===== src/rtl/div_request_sequencer.sv =====
// rtl/div_request_sequencer.sv - DIV/DIVU/REM/REMU front end for a shared unsigned iterative divider
// Optional DIV_REM_FUSE_EN: reuse the last divider result when the next request has the same operands.
module div_request_sequencer #(
  parameter int XLEN  = 32,
  parameter int TAG_W = 5
) (
  input  logic             clock,
  input  logic             reset,
  input  logic             req_valid,
  output logic             req_ready,
  input  logic [2:0]       req_funct3,
  input  logic [XLEN-1:0]  req_rs1,
  input  logic [XLEN-1:0]  req_rs2,
  input  logic [TAG_W-1:0] req_tag,
  output logic             div_start,
  output logic [XLEN-1:0]  div_numerator,
  output logic [XLEN-1:0]  div_denominator,
  input  logic             div_ready_o,
  input  logic             div_valid,
  output logic             div_ready_i,
  input  logic [XLEN-1:0]  div_quotient,
  input  logic [XLEN-1:0]  div_remainder,
  output logic             result_valid,
  input  logic             result_ready,
  output logic [XLEN-1:0]  result_data,
  output logic [TAG_W-1:0] result_tag
);

  localparam logic [XLEN-1:0] ZERO    = {XLEN{1'b0}};
  localparam logic [XLEN-1:0] ALL_ONE = {XLEN{1'b1}};
  localparam logic [XLEN-1:0] MIN_INT = {1'b1, {(XLEN-1){1'b0}}};

  typedef enum logic [2:0] {
    IDLE  = 3'd0,
    ISSUE = 3'd1,
    WAIT  = 3'd2,
    FIXUP = 3'd3,
    DONE  = 3'd4
  } state_t;

  state_t state, next_state;

  logic [TAG_W-1:0] tag_q;
  logic             rem_sel_q;
  logic             signed_q;
  logic             quo_neg_q;
  logic             dvd_neg_q;
  logic [XLEN-1:0]  num_q;
  logic [XLEN-1:0]  den_q;
  logic [XLEN-1:0]  quo_q;
  logic [XLEN-1:0]  rem_q;
  logic [XLEN-1:0]  result_q;

  logic             acc_signed;
  logic             acc_rem;
  logic             rs1_neg;
  logic             rs2_neg;
  logic [XLEN-1:0]  rs1_mag;
  logic [XLEN-1:0]  rs2_mag;
  logic             is_div0;
  logic             is_ovf;
  logic             is_special;
  logic [XLEN-1:0]  special_data;
  logic             accept;
  logic             fuse_hit;
  logic [XLEN-1:0]  fuse_data;
  logic [XLEN-1:0]  quo_fix;
  logic [XLEN-1:0]  rem_fix;

  // Illegal funct3[2]=0 decodes as DIVU: unsigned, quotient selected.
  always_comb begin
    acc_signed   = req_funct3[2] & ~req_funct3[0];
    acc_rem      = req_funct3[2] & req_funct3[1];
    rs1_neg      = acc_signed & req_rs1[XLEN-1];
    rs2_neg      = acc_signed & req_rs2[XLEN-1];
    rs1_mag      = rs1_neg ? (ZERO - req_rs1) : req_rs1;
    rs2_mag      = rs2_neg ? (ZERO - req_rs2) : req_rs2;
    is_div0      = (req_rs2 == ZERO);
    is_ovf       = acc_signed && (req_rs1 == MIN_INT) && (req_rs2 == ALL_ONE);
    is_special   = is_div0 | is_ovf;
    special_data = ZERO;
    if (is_div0) begin
      special_data = acc_rem ? req_rs1 : ALL_ONE;
    end else if (is_ovf) begin
      special_data = acc_rem ? ZERO : req_rs1;
    end
  end

  assign accept  = (state == IDLE) && req_valid;
  assign quo_fix = quo_neg_q ? (ZERO - quo_q) : quo_q;
  assign rem_fix = dvd_neg_q ? (ZERO - rem_q) : rem_q;

`ifdef DIV_REM_FUSE_EN
  logic            fuse_valid;
  logic            fuse_signed;
  logic [XLEN-1:0] fuse_rs1;
  logic [XLEN-1:0] fuse_rs2;
  logic [XLEN-1:0] fuse_quo;
  logic [XLEN-1:0] fuse_rem;
  logic [XLEN-1:0] rs1_q;
  logic [XLEN-1:0] rs2_q;

  assign fuse_hit  = fuse_valid && (fuse_rs1 == req_rs1) && (fuse_rs2 == req_rs2) &&
                     (fuse_signed == acc_signed);
  assign fuse_data = acc_rem ? fuse_rem : fuse_quo;

  // Only divider-computed results are stored; special cases never touch the pair.
  always_ff @(posedge clock) begin
    if (!reset) begin
      fuse_valid  <= 1'b0;
      fuse_signed <= 1'b0;
      fuse_rs1    <= ZERO;
      fuse_rs2    <= ZERO;
      fuse_quo    <= ZERO;
      fuse_rem    <= ZERO;
      rs1_q       <= ZERO;
      rs2_q       <= ZERO;
    end else begin
      if (accept && !is_special && !fuse_hit) begin
        rs1_q <= req_rs1;
        rs2_q <= req_rs2;
      end
      if (state == FIXUP) begin
        fuse_valid  <= 1'b1;
        fuse_signed <= signed_q;
        fuse_rs1    <= rs1_q;
        fuse_rs2    <= rs2_q;
        fuse_quo    <= quo_fix;
        fuse_rem    <= rem_fix;
      end
    end
  end
`else
  assign fuse_hit  = 1'b0;
  assign fuse_data = ZERO;
`endif

  always_ff @(posedge clock) begin
    if (!reset) begin
      state <= IDLE;
    end else begin
      state <= next_state;
    end
  end

  always_comb begin
    next_state   = state;
    req_ready    = 1'b0;
    div_start    = 1'b0;
    div_ready_i  = 1'b0;
    result_valid = 1'b0;
    case (state)
      IDLE: begin
        req_ready = 1'b1;
        if (req_valid) begin
          next_state = (is_special || fuse_hit) ? DONE : ISSUE;
        end
      end
      ISSUE: begin
        if (div_ready_o) begin
          div_start  = 1'b1;
          next_state = WAIT;
        end
      end
      WAIT: begin
        div_ready_i = 1'b1;
        if (div_valid) begin
          next_state = FIXUP;
        end
      end
      FIXUP: begin
        next_state = DONE;
      end
      DONE: begin
        result_valid = 1'b1;
        if (result_ready) begin
          next_state = IDLE;
        end
      end
      default: begin
        next_state = IDLE;
      end
    endcase
  end

  always_ff @(posedge clock) begin
    if (!reset) begin
      tag_q     <= '0;
      rem_sel_q <= 1'b0;
      signed_q  <= 1'b0;
      quo_neg_q <= 1'b0;
      dvd_neg_q <= 1'b0;
      num_q     <= ZERO;
      den_q     <= ZERO;
      quo_q     <= ZERO;
      rem_q     <= ZERO;
      result_q  <= ZERO;
    end else begin
      if (accept) begin
        tag_q     <= req_tag;
        rem_sel_q <= acc_rem;
        signed_q  <= acc_signed;
        quo_neg_q <= rs1_neg ^ rs2_neg;
        dvd_neg_q <= rs1_neg;
        if (is_special) begin
          result_q <= special_data;
        end else if (fuse_hit) begin
          result_q <= fuse_data;
        end else begin
          num_q <= rs1_mag;
          den_q <= rs2_mag;
        end
      end
      if ((state == WAIT) && div_valid) begin
        quo_q <= div_quotient;
        rem_q <= div_remainder;
      end
      if (state == FIXUP) begin
        result_q <= rem_sel_q ? rem_fix : quo_fix;
      end
    end
  end

  assign div_numerator   = num_q;
  assign div_denominator = den_q;
  assign result_data     = result_q;
  assign result_tag      = tag_q;

endmodule

===== config.mk =====
export PLATFORM = sky130hd
export DESIGN_NAME = div_request_sequencer
export DESIGN_NICKNAME = d
export VERILOG_FILES = /design/src/rtl/div_request_sequencer.sv
export SDC_FILE = /design/constraint.sdc
export NUM_CORES = 1
export LEC_CHECK = 0
export CAP_MARGIN = 20
export CORE_ASPECT_RATIO = 0.6
export CORE_UTILIZATION = 30
export DETAILED_ROUTE_END_ITERATION = 6
export SLEW_MARGIN = 20
export SYNTH_ARGS = -nofsm -noshare
export SYNTH_HDL_FRONTEND = slang
export SYNTH_SLANG_ARGS = --single-unit

===== constraint.sdc =====
create_clock -name clock -period 3.1 [get_ports clock]
set_input_delay 0.775 -clock clock [delete_from_list [all_inputs] [get_ports clock]]
set_output_delay 0.775 -clock clock [all_outputs]
set_load 0.02 [all_outputs]

==> results.cfg, run 1 <==
[logic_synthesis]
synth_seq_cells = 171
yosysTopAreaCell = dfxtp_1
yosysWarningCount = 0
synth_top_area_share_pct = 35.7
synth_edf_count = 0
yosys-top-cells-area = dfxtp_1 (36%), xnor2_1 (8.0%), nand2_1 (7.9%)
async_reset_ff_share_pct = 0
yosysUniqueCellTypes = 62
synth.cell_area_um2 = 9590
syn-num-nets = 1350
avgSynthCellArea_um2 = 7.98
synthCells = 1203
synth-main-ff-cell = dfxtp_1
synthTopCellsByCount = nand2_1 (201), dfxtp_1 (171), a21oi_1 (118), nor2_1 (102), xnor2_1 (88)
yosysMostFrequentCell = nand2_1
yosysSeqAreaShare_pct = 35.7

[floorplanning]
num_rows = 50
ios = 247
start_util_pct = 30.6
core_area_um2 = 31300
die-area_um2 = 32700
die_y_um = 141
die_w_um = 233

[detailed_routing]
num_vias = 10128
routed_wl_um = 36800
route.detailed.wl_per_inst_um = 18.9
drtIter0Drc = 908
first_pass_iters = 5
via_per_inst = 5.20
drcViolationCount = 0
ant_nets = 0

[worst_setup_path]
cp_cell_sequence = clkdlybuf4s50_1 -> or4_1 -> nor3_2 -> nand4_1 -> buf_4 -> o211a_4 -> buf_12 -> mux2i_1 -> nor2_1
r2r-end = result_data[30]$_SDFFE_PN0P_
cp-end-kind = register
cp_slowest_cell = or4_1
worstSetupPathType = in2reg
path_max_fanout = 29
cpPeakStageDelay_ps = 640
start_kind = input pin
r2r_cells = 8
path_buf_inv = 3
required_ps = 3410
rrSetupSlack_ps = 320
cp.arrival_ps = 3240
reg2reg_from = quo_q[0]$_SDFFE_PN0P_
path_delay_family = simple AND/OR/NAND/NOR gates

[grt]
grt_pass1_vias = 9433
overflow = 0
grt_pass1_wl_um = 55600
grt_max_degree = 65
antenna_found_initial = 3
gr-usage-all-layers_pct = 22.4

[cts]
ctsRootBufferMaster = clkbuf_16
numCtsBuffers = 17
cts_hold_buf = 0
clkLatencyLatePin_ps = 450
clockBufferDepth = 2
clock-sinks = 171
cts_tree = built
h-tree-depth = 4
clk_pin_slew_ps = 60

[power]
worst_ir_drop_vdd_uv = 387
p_leak_nw = 5.00
power.total_mw = 6.12
powerDensity_nw_per_um2 = 435

[run_status]
status = finished, final reports clean

[hold_path]
hold_class = reg2reg
hold_depth = 2
min_from = result_tag[4]$_SDFFE_PN0P_
hold_end = result_tag[4]$_SDFFE_PN0P_

[placed_design]
place_hpwl_um = 29100
portBuffers = 246
gp_congestion = 0.930

[cells_and_area]
fin_util_pct = 44.9
drive_above_1_share_pct = 16.4
area_growth_pct = 46.7
nNetsFinal = 1667

[timing]
slew_headroom_pct = 43.3
worstMarginPinSlew_ps = 849
hold_violations = 0
finClkSkew_ps = 10.1
maxSlewViolCount = 0
setup_viol = 0
fmax_ghz = 0.341
layout_min_cycle_time_ps = 2930
grt_setup_unrepaired = no
post-route-period-util_pct = 94.6

[flow_run]
cap_violations = 0
-- power breakdown --
group / internal, mW / switching [mW]
Sequential: 2.32 / 0.0960
Clock: 1.33 / 0.951
Combinational: 0.674 / 0.751
Total: 4.32 / 1.80
-- per-layer routing --
layer	vias to the layer above	wire length [µm]	GRT usage (%)
li1	4916	-	-
met3	31	3120	6.51
met1	4837	18000	32.8
met5	-	11	0
met4	2	507	4.99
met2	342	15100	32.0
-- what timing repair did --
item / 4_1_cts / 5_1_grt
setup buffers: 0 / 1
endpoints found under the setup margin: 0 / 43
gates resized for setup: 0 / 11
-- flip-flops by register name, summed over array words and instances, names as in the netlist --
register and flops:
result_tag 5, result_data 32, state 3, rem_sel_q 1, div_numerator 32, rem_q 32, div_denominator 32, dvd_neg_q 1
quo_neg_q 1, quo_q 32
-- tightest hold or removal path, delay by kind of cell, from the launching register on --
family             cells  cell delay (ps)
AOI/OAI and AO/OA      1               50
DFF                    1              310
and+or+nand+nor        1               50
-- stage by stage --
step	hold WS [ps]	std cells	area, µm²	TNS (ps)	setup WS [ps]
after floorplan	449	1203	9590	0	213
after global placement	442	1915	13400	-24650	-344
after detailed placement	448	1915	13400	-25100	-364
after CTS	458	1946	14000	0	103
after global routing	474	1949	14100	0	7.48
final	456	1949	14100	0	169
-- cell families after synthesis --
family	synth area share, %
fa+ha+maj	0.652
xor+xnor	10.3
flops	35.7
buf+inv	4.84
compound gates	25.9
simple gates	21.9
mux	0.743
-- worst max-delay path by stage --
stage	start	endpoint	slack, ps	cells past startpoint
floorplan	req_rs1[1]	div_denominator[31]$_SDFFE_PN0P_	210	11
global placement	req_rs1[1]	result_data[31]$_SDFFE_PN0P_	-340	11
detailed placement	req_rs1[1]	result_data[30]$_SDFFE_PN0P_	-360	11
CTS	req_rs1[1]	result_data[30]$_SDFFE_PN0P_	100	11
global route	req_rs1[23]	div_denominator[29]$_SDFFE_PN0P_	7	9
finish	req_rs1[23]	div_denominator[18]$_SDFFE_PN0P_	170	9
-- layout make-up --
class	instances	area, µm²
diodes	1	2.50
clock buffers	22	474
clock inverters	9	139
fillers	3119	17300
inverters	18	72.6
multi-input cells	924	5770
flip-flops and latches	171	3420
well taps	416	520
repair buffers	388	3670
-- layout by cell type (no fill, tap or decap), types with 4 or more instances in the layout --
cell,synthesis,routed
a211oi_2,50,50
and3_1,5,4
o21ai_0,48,48
nand3_1,16,15
o211ai_1,14,14
clkinv_4,0,5
a31oi_1,34,34
o21a_1,4,4
nand2_1,201,201
nor2_1,102,102
buf_12,0,11
clkdlybuf4s50_1,0,246
or4_1,12,12
buf_4,0,129
or3_1,12,12
xor2_1,25,25
a22oi_1,12,12
nor3b_1,4,4
a21oi_1,118,118
o31ai_1,25,25
nor3_1,22,21
mux2i_1,6,6
o41ai_1,22,22
dfxtp_1,171,171
or2_2,7,7
nand4_1,13,13
nand2b_1,11,11
inv_1,17,17
nor4_1,16,15
and2_1,5,5
ha_1,5,4
clkbuf_16,0,17
xnor2_1,88,88
o21ai_1,7,7
No activity file was read; power rests on OpenSTA's default activity.
==> run 2: changes to the inputs <==
- SETUP_SLACK_MARGIN: unset -> 0.1
==> run 2 against run 1 <==
Compared with the run above:
- non-clock buffer count grew 1
- count of clock-buffer cells in the layout did not move
- register-to-register slack worse by 20 ps
- global-route usage unchanged
- final cell count about the same
- die area unchanged
- clock power is essentially flat
- first-iteration DRC count is 2.5% lower
- final area rose by 0.13%
- via count up 0.53%
- critical path type is now in2out
- largest cell class unchanged
==> results.cfg, run 2 (synthesized netlist as in run 1, its figures left out) <==
[run_status]
status = finished, final reports clean

[cells_and_area]
n_fill_cell = 3120
mostFrequentLayoutCells = clkdlybuf4s50_1 (245), nand2_1 (201), dfxtp_1 (171), buf_4 (129), a21oi_1 (118)
nNetsFinal = 1668
register_area_um2 = 3420
fin_util_pct = 45.0
final_area_um2 = 14100
multiInputGateArea_um2 = 5770
drive_above_1_share_pct = 16.6
area_growth_pct = 46.9
final_common_cell = clkdlybuf4s50_1

[cts]
cts_tree = built
clk_pin_slew_ps = 60
numCtsBuffers = 17
clock-sinks = 171
ctsRootBufferMaster = clkbuf_16
clockBufferDepth = 2
clkLatencyLatePin_ps = 450
h-tree-depth = 4
cts_hold_buf = 0

[timing]
grt_setup_unrepaired = no
post-route-period-util_pct = 93.7
fmax_ghz = 0.344
finClkSkew_ps = 10.3
maxSlewViolCount = 0
hold_violations = 0
layout_min_cycle_time_ps = 2900
slew_headroom_pct = 42.3
worstMarginPinSlew_ps = 862
setup_viol = 0
setup_slack_ps = 195

[grt]
grt_pass1_vias = 9433
gr-usage-all-layers_pct = 22.4
antenna_found_initial = 3
grt_pass1_wl_um = 55600
grt_max_degree = 65
overflow = 0

[floorplanning]
ios = 247
core_area_um2 = 31300
die_w_um = 233
start_util_pct = 30.6
num_rows = 50
die-area_um2 = 32700
die_y_um = 141

[placed_design]
gp_congestion = 0.930
postPlaceCellArea_um2 = 13400
pre_cts_ws_ps = -364
portBuffers = 246
place_hpwl_um = 29100

[worst_setup_path]
cp.arrival_ps = 2130
cp_cell_sequence = clkdlybuf4s50_1 -> nand3_1 -> nor2_1 -> clkdlybuf4s50_1
path_max_fanout = 2
required_ps = 2320
cp-end-kind = primary output
cp_slowest_cell = clkdlybuf4s50_1
start_kind = input pin
worstSetupPathType = in2out
cpPeakStageDelay_ps = 640
cpMostUsedCell = clkdlybuf4s50_1

[detailed_routing]
routed_wl_um = 36800
drcViolationCount = 0
ant_nets = 0
via_per_inst = 5.22
first_pass_iters = 5
route.detailed.wl_per_inst_um = 18.9
num_vias = 10182
drtIter0Drc = 885

[hold_path]
hold_class = reg2reg

[power]
worst_ir_drop_vdd_uv = 385
powerDensity_nw_per_um2 = 434
p_leak_nw = 5.01

[flow_run]
cap_violations = 0
==> run 2: critical path, delay by kind of cell <==
kind                   cells  cell delay (ps)
buffers and inverters      2             1120
AND/OR/NAND/NOR            2              220
==> run 2: timing repair <==
action	CTS	global route
resized for setup	0	18
endpoints found under the setup margin	0	91
endpoints found under the hold margin	0	0
buffers inserted	0	2
==> run 2: layout make-up <==
type | count | area share [%]
flip-flops and latches | 171 | 24.3
clock buffers | 22 | 3.36
multi-input cells | 924 | 41.0
inverters | 18 | 0.515
well taps | 416 | 3.69
diodes | 1 | 0.0178
repair buffers | 389 | 26.2
clock inverters | 9 | 0.986
==> run 2: per-stage QoR <==
stage / TNS, ps / std cells / hold slack, ps / power [mW]
global route: 0 / 1950 / 474 / 6.38
floorplan: 0 / 1203 / 449 / 3.14
detailed placement: -25100 / 1915 / 448 / 3.87
finish: 0 / 1950 / 456 / 6.12
global placement: -24650 / 1915 / 442 / 3.86
CTS: 0 / 1946 / 458 / 6.16
==> run 2: worst paths after layout <==
kind	slack (ps)	startpoint	end	cells past startpoint
min	460	result_tag[4]$_SDFFE_PN0P_	result_tag[4]$_SDFFE_PN0P_	2
max	200	div_ready_o	div_start	4
min reg2reg	460	result_tag[4]$_SDFFE_PN0P_	result_tag[4]$_SDFFE_PN0P_	2
max reg2reg	300	rem_q[1]$_SDFFE_PN0P_	result_data[30]$_SDFFE_PN0P_	8
==> run 2: per-layer routing <==
metal	wire, µm	GRT usage [%]	vias to the layer above
met1	18000	32.8	4886
met2	15200	32.0	335
met5	11	0	-
met4	536	4.99	2
met3	3060	6.51	34
li1	-	-	4925
==> run 2: where the power goes <==
part / internal, mW / switching, mW / leakage [nW]
Clock: 1.33 / 0.946 / 0.300
Sequential: 2.32 / 0.0959 / 1.39
Combinational: 0.675 / 0.752 / 3.32
==> run 3: changes to the inputs <==
- CORE_MARGIN: unset -> 5
- CORE_UTILIZATION: 30 -> 35
==> run 3 against run 2 <==
Compared with the run above:
- final cell count down 3.3%
- maximum frequency down 2.2%
- sequential share of layout area up 0.36 points
==> results.cfg, run 3 (synthesized netlist as in run 1, its figures left out) <==
[detailed_routing]
via_per_inst = 5.41
num_vias = 10210
route.detailed.wl_per_inst_um = 19.4
drtIter0Drc = 898
first_pass_iters = 5
ant_nets = 0
drcViolationCount = 0
routed_wl_um = 36700

[grt]
met2_usage_pct = 32.1
grt_pass1_vias = 9494
gr-usage-all-layers_pct = 22.7
grt-busiest-layer = met1
antenna_found_initial = 0
met1_usage_pct = 33.4
grt_pass1_wl_um = 55400
overflow = 0
grt_max_degree = 65
grtUsageMet3_pct = 6.98

[worst_setup_path]
start_kind = input pin
cp_cell_sequence = clkdlybuf4s50_1 -> inv_1 -> ha_1 -> or3b_4 -> nor4_4 -> buf_4 -> nand2_2 -> o41ai_4 -> buf_4 -> buf_4 -> o21ai_0 -> a31oi_1
cp-end-kind = register
cp_slowest_cell = clkdlybuf4s50_1
required_ps = 3490
rrSetupSlack_ps = 230
reg2reg_from = quo_q[0]$_SDFFE_PN0P_
path_max_fanout = 5
cpPeakStageDelay_ps = 430
cp.arrival_ps = 3360
cpMostUsedCell = buf_4
r2r_cells = 8
r2r-end = result_data[30]$_SDFFE_PN0P_
worstSetupPathType = in2reg

[cells_and_area]
antennaDiodeCount = 0
mostFrequentLayoutCells = clkdlybuf4s50_1 (245), nand2_1 (201), dfxtp_1 (171), buf_4 (123), a21oi_1 (118)
nNetsFinal = 1660
area_growth_pct = 44.7
drive_above_1_share_pct = 16.3
n_fill_cell = 2594
final_common_cell = clkdlybuf4s50_1
final_area_um2 = 13900

[placed_design]
postPlaceCellArea_um2 = 13200
portBuffers = 246
place_hpwl_um = 28600
gp_congestion = 0.953

[cts]
clockBufferDepth = 2
h-tree-depth = 4
numCtsBuffers = 17
clkLatencyLatePin_ps = 460
cts_hold_buf = 0
clock-sinks = 171
clk_pin_slew_ps = 70
ctsRootBufferMaster = clkbuf_16
cts_tree = built

[power]
p_clk_share_pct = 35.7
p_leak_nw = 4.94
sw_frac_of_total_pct = 30.9
seq_power_share_pct = 40.6
worst_ir_drop_vdd_uv = 338
powerDensity_nw_per_um2 = 428
power_frac_comb_pct = 23.8
power.switching_mw = 1.84
p_int_mw = 4.11

[floorplanning]
die_y_um = 138
core_area_um2 = 26700
start_util_pct = 35.9
die_w_um = 224
ios = 247
die-area_um2 = 30900
num_rows = 46

[hold_path]
hold_end = result_tag[1]$_SDFFE_PN0P_
min_from = result_tag[1]$_SDFFE_PN0P_
hold_depth = 2
hold_class = reg2reg

[timing]
hold_violations = 0
post-route-period-util_pct = 95.8
worstMarginPinSlew_ps = 869
fmax_ghz = 0.337
maxSlewViolCount = 0
setup_viol = 0
slew_headroom_pct = 41.8
layout_min_cycle_time_ps = 2970
finClkSkew_ps = 11.2
holdWs_ps = 452
grt_setup_unrepaired = no

[run_status]
status = finished, final reports clean

[flow_run]
cap_violations = 0
[run 3: cell types whose count changed in the layout (fill, tap and decap cells not counted), moves of 2 or more]
cell	previous run	this run
buf_4	129	123
inv_6	1	6
clkbuf_8	3	0
o21ai_0	45	48
o21ai_1	10	7
buf_12	11	9
bufinv_16	3	1
[run 3: area by class of cell]
| cell class | count | area (µm²) | area share, % |
|---|---|---|---|
| multi-input combinational | 925 | 5780 | 41.6 |
| timing repair buffer | 380 | 3590 | 25.9 |
| sequential | 171 | 3420 | 24.7 |
| tap | 360 | 450 | 3.24 |
| clock buffer | 18 | 429 | 3.09 |
| clock inverter | 14 | 136 | 0.982 |
| inverter | 18 | 72.6 | 0.523 |
[run 3: worst max path at each step]
| stage | from | to | depth (start not counted) |
|---|---|---|---|
| 3_3_place_gp | req_rs1[0] | result_data[23]$_SDFFE_PN0P_ | 11 |
| 2_1_floorplan | req_rs1[1] | div_denominator[31]$_SDFFE_PN0P_ | 11 |
| 5_1_grt | req_rs1[0] | result_data[3]$_SDFFE_PN0P_ | 12 |
| 6_report | req_rs1[1] | result_data[15]$_SDFFE_PN0P_ | 12 |
| 4_1_cts | req_rs1[1] | result_data[31]$_SDFFE_PN0P_ | 11 |
| 3_5_place_dp | req_rs1[1] | result_data[31]$_SDFFE_PN0P_ | 11 |
[run 3: metrics by stage]
| step | power [mW] | setup WS (ps) | util, % | TNS, ps | std cells |
|---|---|---|---|---|---|
| floorplan | 3.14 | 213 | - | 0 | 1203 |
| finish | 5.94 | 129 | 52.0 | 0 | 1886 |
| CTS | 5.99 | 113 | 51.6 | 0 | 1880 |
| global placement | 3.84 | -301 | 49.5 | -20720 | 1848 |
| detailed placement | 3.85 | -369 | 49.5 | -26150 | 1848 |
| global route | 6.21 | 60.1 | 52.0 | 0 | 1886 |
[run 3: worst max-delay path: cells and delay by family]
kind	cells	cell delay, ps
AND/OR/NAND/NOR	3	850
buffers and inverters	5	1070
AO/OA/AOI/OAI	3	480
adder cells (fa/ha/maj)	1	170
[run 3: power by group through the flow]
stage	logic [mW]	clock network, mW	registers [mW]
floorplan	0.595	0	2.55
global placement	1.38	0	2.46
detailed placement	1.39	0	2.46
CTS	1.40	2.18	2.41
global route	1.51	2.28	2.43
finish	1.41	2.12	2.41
[run 3: what timing repair did]
action | 4_1_cts | 5_1_grt
setup endpoints to repair | 0 | 54
buffers inserted | 0 | 3
gates resized for setup | 0 | 16
[run 3: metal layers]
metal  part of all wire (%)  vias up
met4                    1.9        0
met5                      0        -
met2                     41      415
met1                     48     4829
met3                    9.6       43
li1                       -     4923
